**src/rtl/p2p_pkt_gen_250mhz.sv**
```systemverilog
// p2p_pkt_gen_250mhz
// AXI4-Stream packet generator with a 512-bit data path. A run sends num_pkts
// packets (or runs until stop when num_pkts is 0), separated by ifg_cycles idle
// cycles. Byte i of packet n carries (n+i) mod 256.
// Optional feature macro: P2P_PKT_GEN_STATS_EN adds per-run packet and byte
// statistics outputs (stat_pkt_cnt, stat_byte_cnt).
module p2p_pkt_gen_250mhz #(
    parameter int MAX_PKT_BYTES = 9600
) (
    input  logic          axis_aclk,
    input  logic          mod_rstn,
    input  logic          start,
    input  logic          stop,
    input  logic [31:0]   num_pkts,
    input  logic [15:0]   pkt_size,
    input  logic [15:0]   cfg_src,
    input  logic [15:0]   cfg_dst,
    input  logic [7:0]    ifg_cycles,
    output logic          busy,
    output logic          done,
    output logic          m_axis_tvalid,
    output logic [511:0]  m_axis_tdata,
    output logic [63:0]   m_axis_tkeep,
    output logic          m_axis_tlast,
    output logic [15:0]   m_axis_tuser_size,
    output logic [15:0]   m_axis_tuser_src,
    output logic [15:0]   m_axis_tuser_dst,
    input  logic          m_axis_tready
`ifdef P2P_PKT_GEN_STATS_EN
    ,
    output logic [31:0]   stat_pkt_cnt,
    output logic [47:0]   stat_byte_cnt
`endif
);

    localparam logic [15:0] MIN_SIZE = 16'd64;
    localparam logic [15:0] MAX_SIZE = 16'(MAX_PKT_BYTES);

    typedef enum logic [1:0] {
        ST_IDLE,
        ST_SEND,
        ST_GAP
    } state_t;

    state_t        state;
    state_t        state_next;

    // Configuration captured when a run is accepted
    logic [31:0]   lat_num;
    logic [15:0]   lat_size;
    logic [15:0]   lat_src;
    logic [15:0]   lat_dst;
    logic [7:0]    lat_ifg;

    // Run progress
    logic [31:0]   pkt_idx;
    logic [31:0]   pkt_next;
    logic [31:0]   pkt_inc;
    logic [10:0]   beat_idx;
    logic [10:0]   beat_next;
    logic [7:0]    gap_cnt;
    logic [7:0]    gap_next;
    logic          stop_pend;
    logic          stop_pend_next;
    logic          done_next;

    // Control strobes from the FSM
    logic          latch;
    logic          load;
    logic          drop;
    logic          xfer;
    logic          count_reached;

    // Description of the beat about to be placed on the bus
    logic [7:0]    ld_seed;
    logic [10:0]   ld_beat;
    logic [15:0]   size_clamped;
    logic [15:0]   ld_size;
    logic [15:0]   ld_src;
    logic [15:0]   ld_dst;
    logic [16:0]   ld_sum;
    logic [10:0]   ld_nbeats;
    logic          ld_last;
    logic [63:0]   ld_keep;
    logic [511:0]  ld_data;

    assign xfer          = m_axis_tvalid & m_axis_tready;
    assign pkt_inc       = pkt_idx + 32'd1;
    assign count_reached = (lat_num != 32'd0) && (pkt_inc == lat_num);
    assign busy          = (state != ST_IDLE);

    // Clamp the requested packet size into the legal range
    always_comb begin
        size_clamped = pkt_size;
        if (pkt_size < MIN_SIZE) begin
            size_clamped = MIN_SIZE;
        end else if (pkt_size > MAX_SIZE) begin
            size_clamped = MAX_SIZE;
        end
    end

    // In IDLE the run is being accepted this cycle, so use the live inputs
    always_comb begin
        ld_size = lat_size;
        ld_src  = lat_src;
        ld_dst  = lat_dst;
        if (state == ST_IDLE) begin
            ld_size = size_clamped;
            ld_src  = cfg_src;
            ld_dst  = cfg_dst;
        end
    end

    // Build keep mask and payload for the beat selected by ld_seed/ld_beat
    always_comb begin
        ld_sum    = {1'b0, ld_size} + 17'd63;
        ld_nbeats = ld_sum[16:6];
        ld_last   = (ld_beat == (ld_nbeats - 11'd1));
        ld_keep   = {64{1'b1}};
        if (ld_last && (ld_size[5:0] != 6'd0)) begin
            ld_keep = (64'd1 << ld_size[5:0]) - 64'd1;
        end
        ld_data = '0;
        for (int k = 0; k < 64; k++) begin
            if (ld_keep[k]) begin
                ld_data[8*k +: 8] = ld_seed + {ld_beat[1:0], 6'd0} + 8'(k);
            end
        end
    end

    // Next-state and control decode
    always_comb begin
        state_next     = state;
        latch          = 1'b0;
        load           = 1'b0;
        drop           = 1'b0;
        done_next      = 1'b0;
        pkt_next       = pkt_idx;
        beat_next      = beat_idx;
        gap_next       = gap_cnt;
        stop_pend_next = stop_pend;
        ld_seed        = pkt_idx[7:0];
        ld_beat        = beat_idx;
        case (state)
            ST_IDLE: begin
                if (start) begin
                    state_next     = ST_SEND;
                    latch          = 1'b1;
                    load           = 1'b1;
                    pkt_next       = 32'd0;
                    beat_next      = 11'd0;
                    gap_next       = 8'd0;
                    stop_pend_next = 1'b0;
                    ld_seed        = 8'd0;
                    ld_beat        = 11'd0;
                end
            end
            ST_SEND: begin
                if (stop) begin
                    stop_pend_next = 1'b1;
                end
                if (xfer) begin
                    if (m_axis_tlast) begin
                        if (stop_pend || stop || count_reached) begin
                            state_next     = ST_IDLE;
                            drop           = 1'b1;
                            done_next      = 1'b1;
                            stop_pend_next = 1'b0;
                        end else begin
                            pkt_next  = pkt_inc;
                            beat_next = 11'd0;
                            if (lat_ifg == 8'd0) begin
                                load    = 1'b1;
                                ld_seed = pkt_inc[7:0];
                                ld_beat = 11'd0;
                            end else begin
                                state_next = ST_GAP;
                                drop       = 1'b1;
                                gap_next   = 8'd0;
                            end
                        end
                    end else begin
                        beat_next = beat_idx + 11'd1;
                        load      = 1'b1;
                        ld_beat   = beat_idx + 11'd1;
                    end
                end
            end
            ST_GAP: begin
                if (stop_pend || stop) begin
                    state_next     = ST_IDLE;
                    done_next      = 1'b1;
                    stop_pend_next = 1'b0;
                end else if (gap_cnt == (lat_ifg - 8'd1)) begin
                    state_next = ST_SEND;
                    load       = 1'b1;
                    ld_seed    = pkt_idx[7:0];
                    ld_beat    = 11'd0;
                end else begin
                    gap_next = gap_cnt + 8'd1;
                end
            end
            default: begin
                state_next = ST_IDLE;
            end
        endcase
    end

    // State register
    always_ff @(posedge axis_aclk) begin
        if (!mod_rstn) begin
            state <= ST_IDLE;
        end else begin
            state <= state_next;
        end
    end

    // Run counters, pending stop, done pulse and captured configuration
    always_ff @(posedge axis_aclk) begin
        if (!mod_rstn) begin
            pkt_idx   <= 32'd0;
            beat_idx  <= 11'd0;
            gap_cnt   <= 8'd0;
            stop_pend <= 1'b0;
            done      <= 1'b0;
            lat_num   <= 32'd0;
            lat_size  <= 16'd0;
            lat_src   <= 16'd0;
            lat_dst   <= 16'd0;
            lat_ifg   <= 8'd0;
        end else begin
            pkt_idx   <= pkt_next;
            beat_idx  <= beat_next;
            gap_cnt   <= gap_next;
            stop_pend <= stop_pend_next;
            done      <= done_next;
            if (latch) begin
                lat_num  <= num_pkts;
                lat_size <= size_clamped;
                lat_src  <= cfg_src;
                lat_dst  <= cfg_dst;
                lat_ifg  <= ifg_cycles;
            end
        end
    end

    // Output beat register; only reloaded on acceptance so a stalled beat holds
    always_ff @(posedge axis_aclk) begin
        if (!mod_rstn) begin
            m_axis_tvalid     <= 1'b0;
            m_axis_tdata      <= '0;
            m_axis_tkeep      <= '0;
            m_axis_tlast      <= 1'b0;
            m_axis_tuser_size <= 16'd0;
            m_axis_tuser_src  <= 16'd0;
            m_axis_tuser_dst  <= 16'd0;
        end else if (load) begin
            m_axis_tvalid     <= 1'b1;
            m_axis_tdata      <= ld_data;
            m_axis_tkeep      <= ld_keep;
            m_axis_tlast      <= ld_last;
            m_axis_tuser_size <= ld_size;
            m_axis_tuser_src  <= ld_src;
            m_axis_tuser_dst  <= ld_dst;
        end else if (drop) begin
            m_axis_tvalid     <= 1'b0;
            m_axis_tdata      <= '0;
            m_axis_tkeep      <= '0;
            m_axis_tlast      <= 1'b0;
        end
    end

`ifdef P2P_PKT_GEN_STATS_EN
    // Per-run statistics, cleared when a run starts and bumped per packet
    always_ff @(posedge axis_aclk) begin
        if (!mod_rstn) begin
            stat_pkt_cnt  <= 32'd0;
            stat_byte_cnt <= 48'd0;
        end else if (latch) begin
            stat_pkt_cnt  <= 32'd0;
            stat_byte_cnt <= 48'd0;
        end else if (xfer && m_axis_tlast) begin
            stat_pkt_cnt  <= stat_pkt_cnt + 32'd1;
            stat_byte_cnt <= stat_byte_cnt + 48'(lat_size);
        end
    end
`endif

endmodule

```
**config.mk**
```make
export PLATFORM = sky130hd
export DESIGN_NAME = p2p_pkt_gen_250mhz
export DESIGN_NICKNAME = d
export VERILOG_FILES = /design/src/rtl/p2p_pkt_gen_250mhz.sv
export SDC_FILE = /design/constraint.sdc
export NUM_CORES = 2
export LEC_CHECK = 0
export CAP_MARGIN = 20
export CELL_PAD_IN_SITES_DETAIL_PLACEMENT = 1
export CELL_PAD_IN_SITES_GLOBAL_PLACEMENT = 2
export CORE_MARGIN = 5
export CORE_UTILIZATION = 32
export DETAILED_ROUTE_END_ITERATION = 8
export GPL_TIMING_DRIVEN = 1
export PLACE_DENSITY_LB_ADDON = 0.1
export SLEW_MARGIN = 20
export SYNTH_ARGS = -nofsm -noshare
export SYNTH_HDL_FRONTEND = slang
export SYNTH_SLANG_ARGS = --single-unit
```
**constraint.sdc**
```tcl
create_clock -name axis_aclk -period 8.55 [get_ports axis_aclk]
set_clock_uncertainty 0.1 [all_clocks]
set_input_delay 1.71 -clock axis_aclk [delete_from_list [all_inputs] [get_ports axis_aclk]]
set_output_delay 1.71 -clock axis_aclk [all_outputs]
set_load 0.1 [all_outputs]
```
==> results.json <==
{
  "status": "finished clean",
  "diodes": 0,
  "grt_pass1_wl_microns": 240000,
  "fmax_mhz": 137,
  "hold_path.class": "reg2reg",
  "fin_crit_ns": 7.29,
  "clockBufferDepth": 3,
  "async_flop_share": 0,
  "first_iter_violations": 2345,
  "max_cap_violations": 0,
  "synth_enable_flop_cells": 0,
  "rrSetupSlack_ns": 1.54,
  "drive_gt1_frac": 0.0720,
  "avgViaCountPerCell": 5.40,
  "grtUsageTotal": 0.288,
  "critical_path_arrival_ns": 7.71,
  "root_buffer": "clkbuf_16",
  "fin_cells": 6141,
  "numClockSinks": 769,
  "setup_viol": 0,
  "post_cts_resize_count": 0,
  "powerDensity_nw_per_um2": 341,
  "hold_end": "m_axis_tdata[332]",
  "rows": 118,
  "holdWs_ns": 0.337,
  "drcViolationCount": 0,
  "whs_path_depth": 2,
  "dpl_cell_area_sq_um": 42300,
  "dp_slack_ns": 0.654,
  "avgRoutedWirePerCell_microns": 27.5,
  "ys_seq_elements": 769,
  "clock_latency_ns": 0.67,
  "period_share": 0.853,
  "grt_max_degree": 109,
  "grt_pass1_vias": 32900,
  "seq_area_frac_synth": 0.459,
  "tightest_slew_ns": 1.21,
  "synthFlopType": "dfxtp_1",
  "fin_area_sq_um": 45300,
  "die_x_microns": 334,
  "cp-end-kind": "register",
  "hold_start": "m_axis_tdata[332]",
  "required_ns": 8.97,
  "timing.setup.tns_ns": 0,
  "netlist_instances": 4062,
  "grt_overflow_total": 0,
  "irDropWorstVdd_mv": 0.212,
  "place_congestion": 0.903,
  "final_max_slew_viol_count": 0,
  "path_class": "in2reg",
  "yosysWarnings": 0,
  "num-nets-final": 4815,
  "setup_slack_ns": 1.26,
  "layout_commonest_cell": "nand2_1",
  "port-buffer-count": 720,
  "core-area_sq_um": 104000,
  "r2r_start": "pkt_idx[0]",
  "drt_pass1_iterations": 5,
  "dp_cells": 5979,
  "start_kind": "primary input",
  "reg2reg_depth": 17,
  "syn_to_final_growth_pct": 35.1,
  "pin_count": 721,
  "synth_cell_types": 96,
  "die_h_microns": 334,
  "synth.avg_cell_area_sq_um": 8.25,
  "antenna_found_initial": 2,
  "reg2reg_to": "m_axis_tdata[372]",
  "num_vias": 33200,
  "initial_utilization": 0.323,
  "syn_area_sq_um": 33500,
  "die-area_sq_um": 111000,
  "rsz0062_at_grt": "false",
  "place_hpwl_microns": 127000,
  "final_cell_mix": "856 x nand2_1, 769 x dfxtp_1, 703 x clkdlybuf4s50_1, 371 x o21ai_0, 281 x nor2_1",
  "relSlewSlack": 0.188,
  "cts_setup_buffers": 0,
  "clk_pin_slew_ns": 0.06,
  "worst-path-max-fanout": 13,
  "htree_levels": 3,
  "finalHoldViolations": 0,
  "antenna_left": 0,
  "cts_tree": "built",
  "syn_nets": 4187,
  "p_leak_nw": 16.7,
  "numCtsBuffers": 89,
  "ctsHoldBuffers": 0,
  "totalWireLength_microns": 169000
}
-- Yosys cell counts, types with 15 or more instances --
master,count,area share
nand2_1,859,0.096
dfxtp_1,769,0.46
o21ai_0,371,0.055
nor2_1,283,0.032
a21oi_1,244,0.036
clkbuf_1,242,0.027
xnor2_1,155,0.041
xor2_1,107,0.028
o21ai_1,85,0.013
a32o_1,75,0.022
a22o_1,73,0.019
nor3_1,69,0.010
nand3_1,65,0.0097
o31ai_1,52,0.012
a211oi_1,47,0.011
a31oi_1,41,0.0077
mux2i_1,40,0.012
inv_1,39,0.0044
ha_1,32,0.012
nor4_1,29,0.0054
and3_1,27,0.0050
buf_2,26,0.0039
nand4_1,26,0.0049
nand2b_1,20,0.0037
nor2b_1,19,0.0035
or3_1,19,0.0035
and2_1,18,0.0034
buf_1,16,0.0018
a21o_1,15,0.0034
-- layout make-up --
type                       instances  area (sq um)
clock buffer                     130          2590
multi-input combinational       2958         16900
fill                           12100         58500
clock inverter                    32           358
inverter                          43           166
timing repair buffer             829          8090
sequential                       769         15400
tap                             1380          1730
-- where the power goes --
part / switching (mW) / internal [mW]
Combinational: 5.50 / 1.51
Clock: 1.64 / 2.26
Sequential: 0.357 / 4.14
Total: 7.50 / 7.92
-- sequential cells by signal, summed over array words and instances, names as in the netlist --
register	count
m_axis_tlast	1
lat_src	16
beat_idx	11
m_axis_tkeep	64
lat_size	16
lat_dst	16
m_axis_tuser_size	16
m_axis_tvalid	1
lat_ifg	8
m_axis_tuser_src	16
lat_num	32
m_axis_tdata	512
gap_cnt	8
state	2
stop_pend	1
done	1
pkt_idx	32
m_axis_tuser_dst	16
-- how the worst max path moves through the flow --
stage | start | endpoint | slack [ns]
2_1_floorplan | pkt_size[15] | m_axis_tdata[36] | 2.20
3_3_place_gp | pkt_size[15] | m_axis_tdata[77] | 0.54
3_5_place_dp | pkt_size[15] | m_axis_tdata[474] | 0.65
4_1_cts | pkt_size[15] | m_axis_tdata[474] | 1.37
5_1_grt | pkt_size[15] | m_axis_tdata[473] | 0.98
6_report | pkt_size[15] | m_axis_tdata[474] | 1.26
-- logic make-up (layout without fill, tap and decap cells) --
family	Yosys count	count (layout)	synth area share
XOR/XNOR	263	263	0.0690
AND/OR/NAND/NOR	1496	1496	0.194
AO/OA/AOI/OAI	1124	1124	0.213
multiplexers	43	43	0.0130
flip-flops	769	769	0.459
buffers and inverters	335	1034	0.0395
adder cells (fa/ha/maj)	32	32	0.0120
-- critical path: stages --
cell and delay [ns]:
clkdlybuf4s50_1 0.49, nor4_2 0.51, and3_1 0.53, nor3_2 0.10, a31oi_2 0.21, buf_4 0.24
inv_1 0.08, nand2_1 0.07, xnor2_1 0.13, ha_1 0.24, xor2_1 0.19, a21boi_0 0.31
nor3_1 0.13, o2bb2ai_1 0.16, a2111o_1 0.34, nor4_1 0.27, and4_1 0.46, o211a_1 0.65
a21boi_2 0.68, o21ai_0 0.20
-- layer usage --
metal  global-route usage  routed length [microns]  part of all wire
met1                0.353                    69200              0.41
met2                0.503                    82300              0.49
met3               0.0504                     9350             0.055
met4                0.115                     7830             0.046
met5                    0                       14          0.000083
-- through the flow --
step / util / total power, mW
final: 0.436 / 15.4
after global placement: 0.408 / 11.6
after floorplan: - / 9.59
after detailed placement: 0.408 / 11.6
after CTS: 0.436 / 15.5
after global routing: 0.436 / 16.0
(Power assumes the default switching activity.)
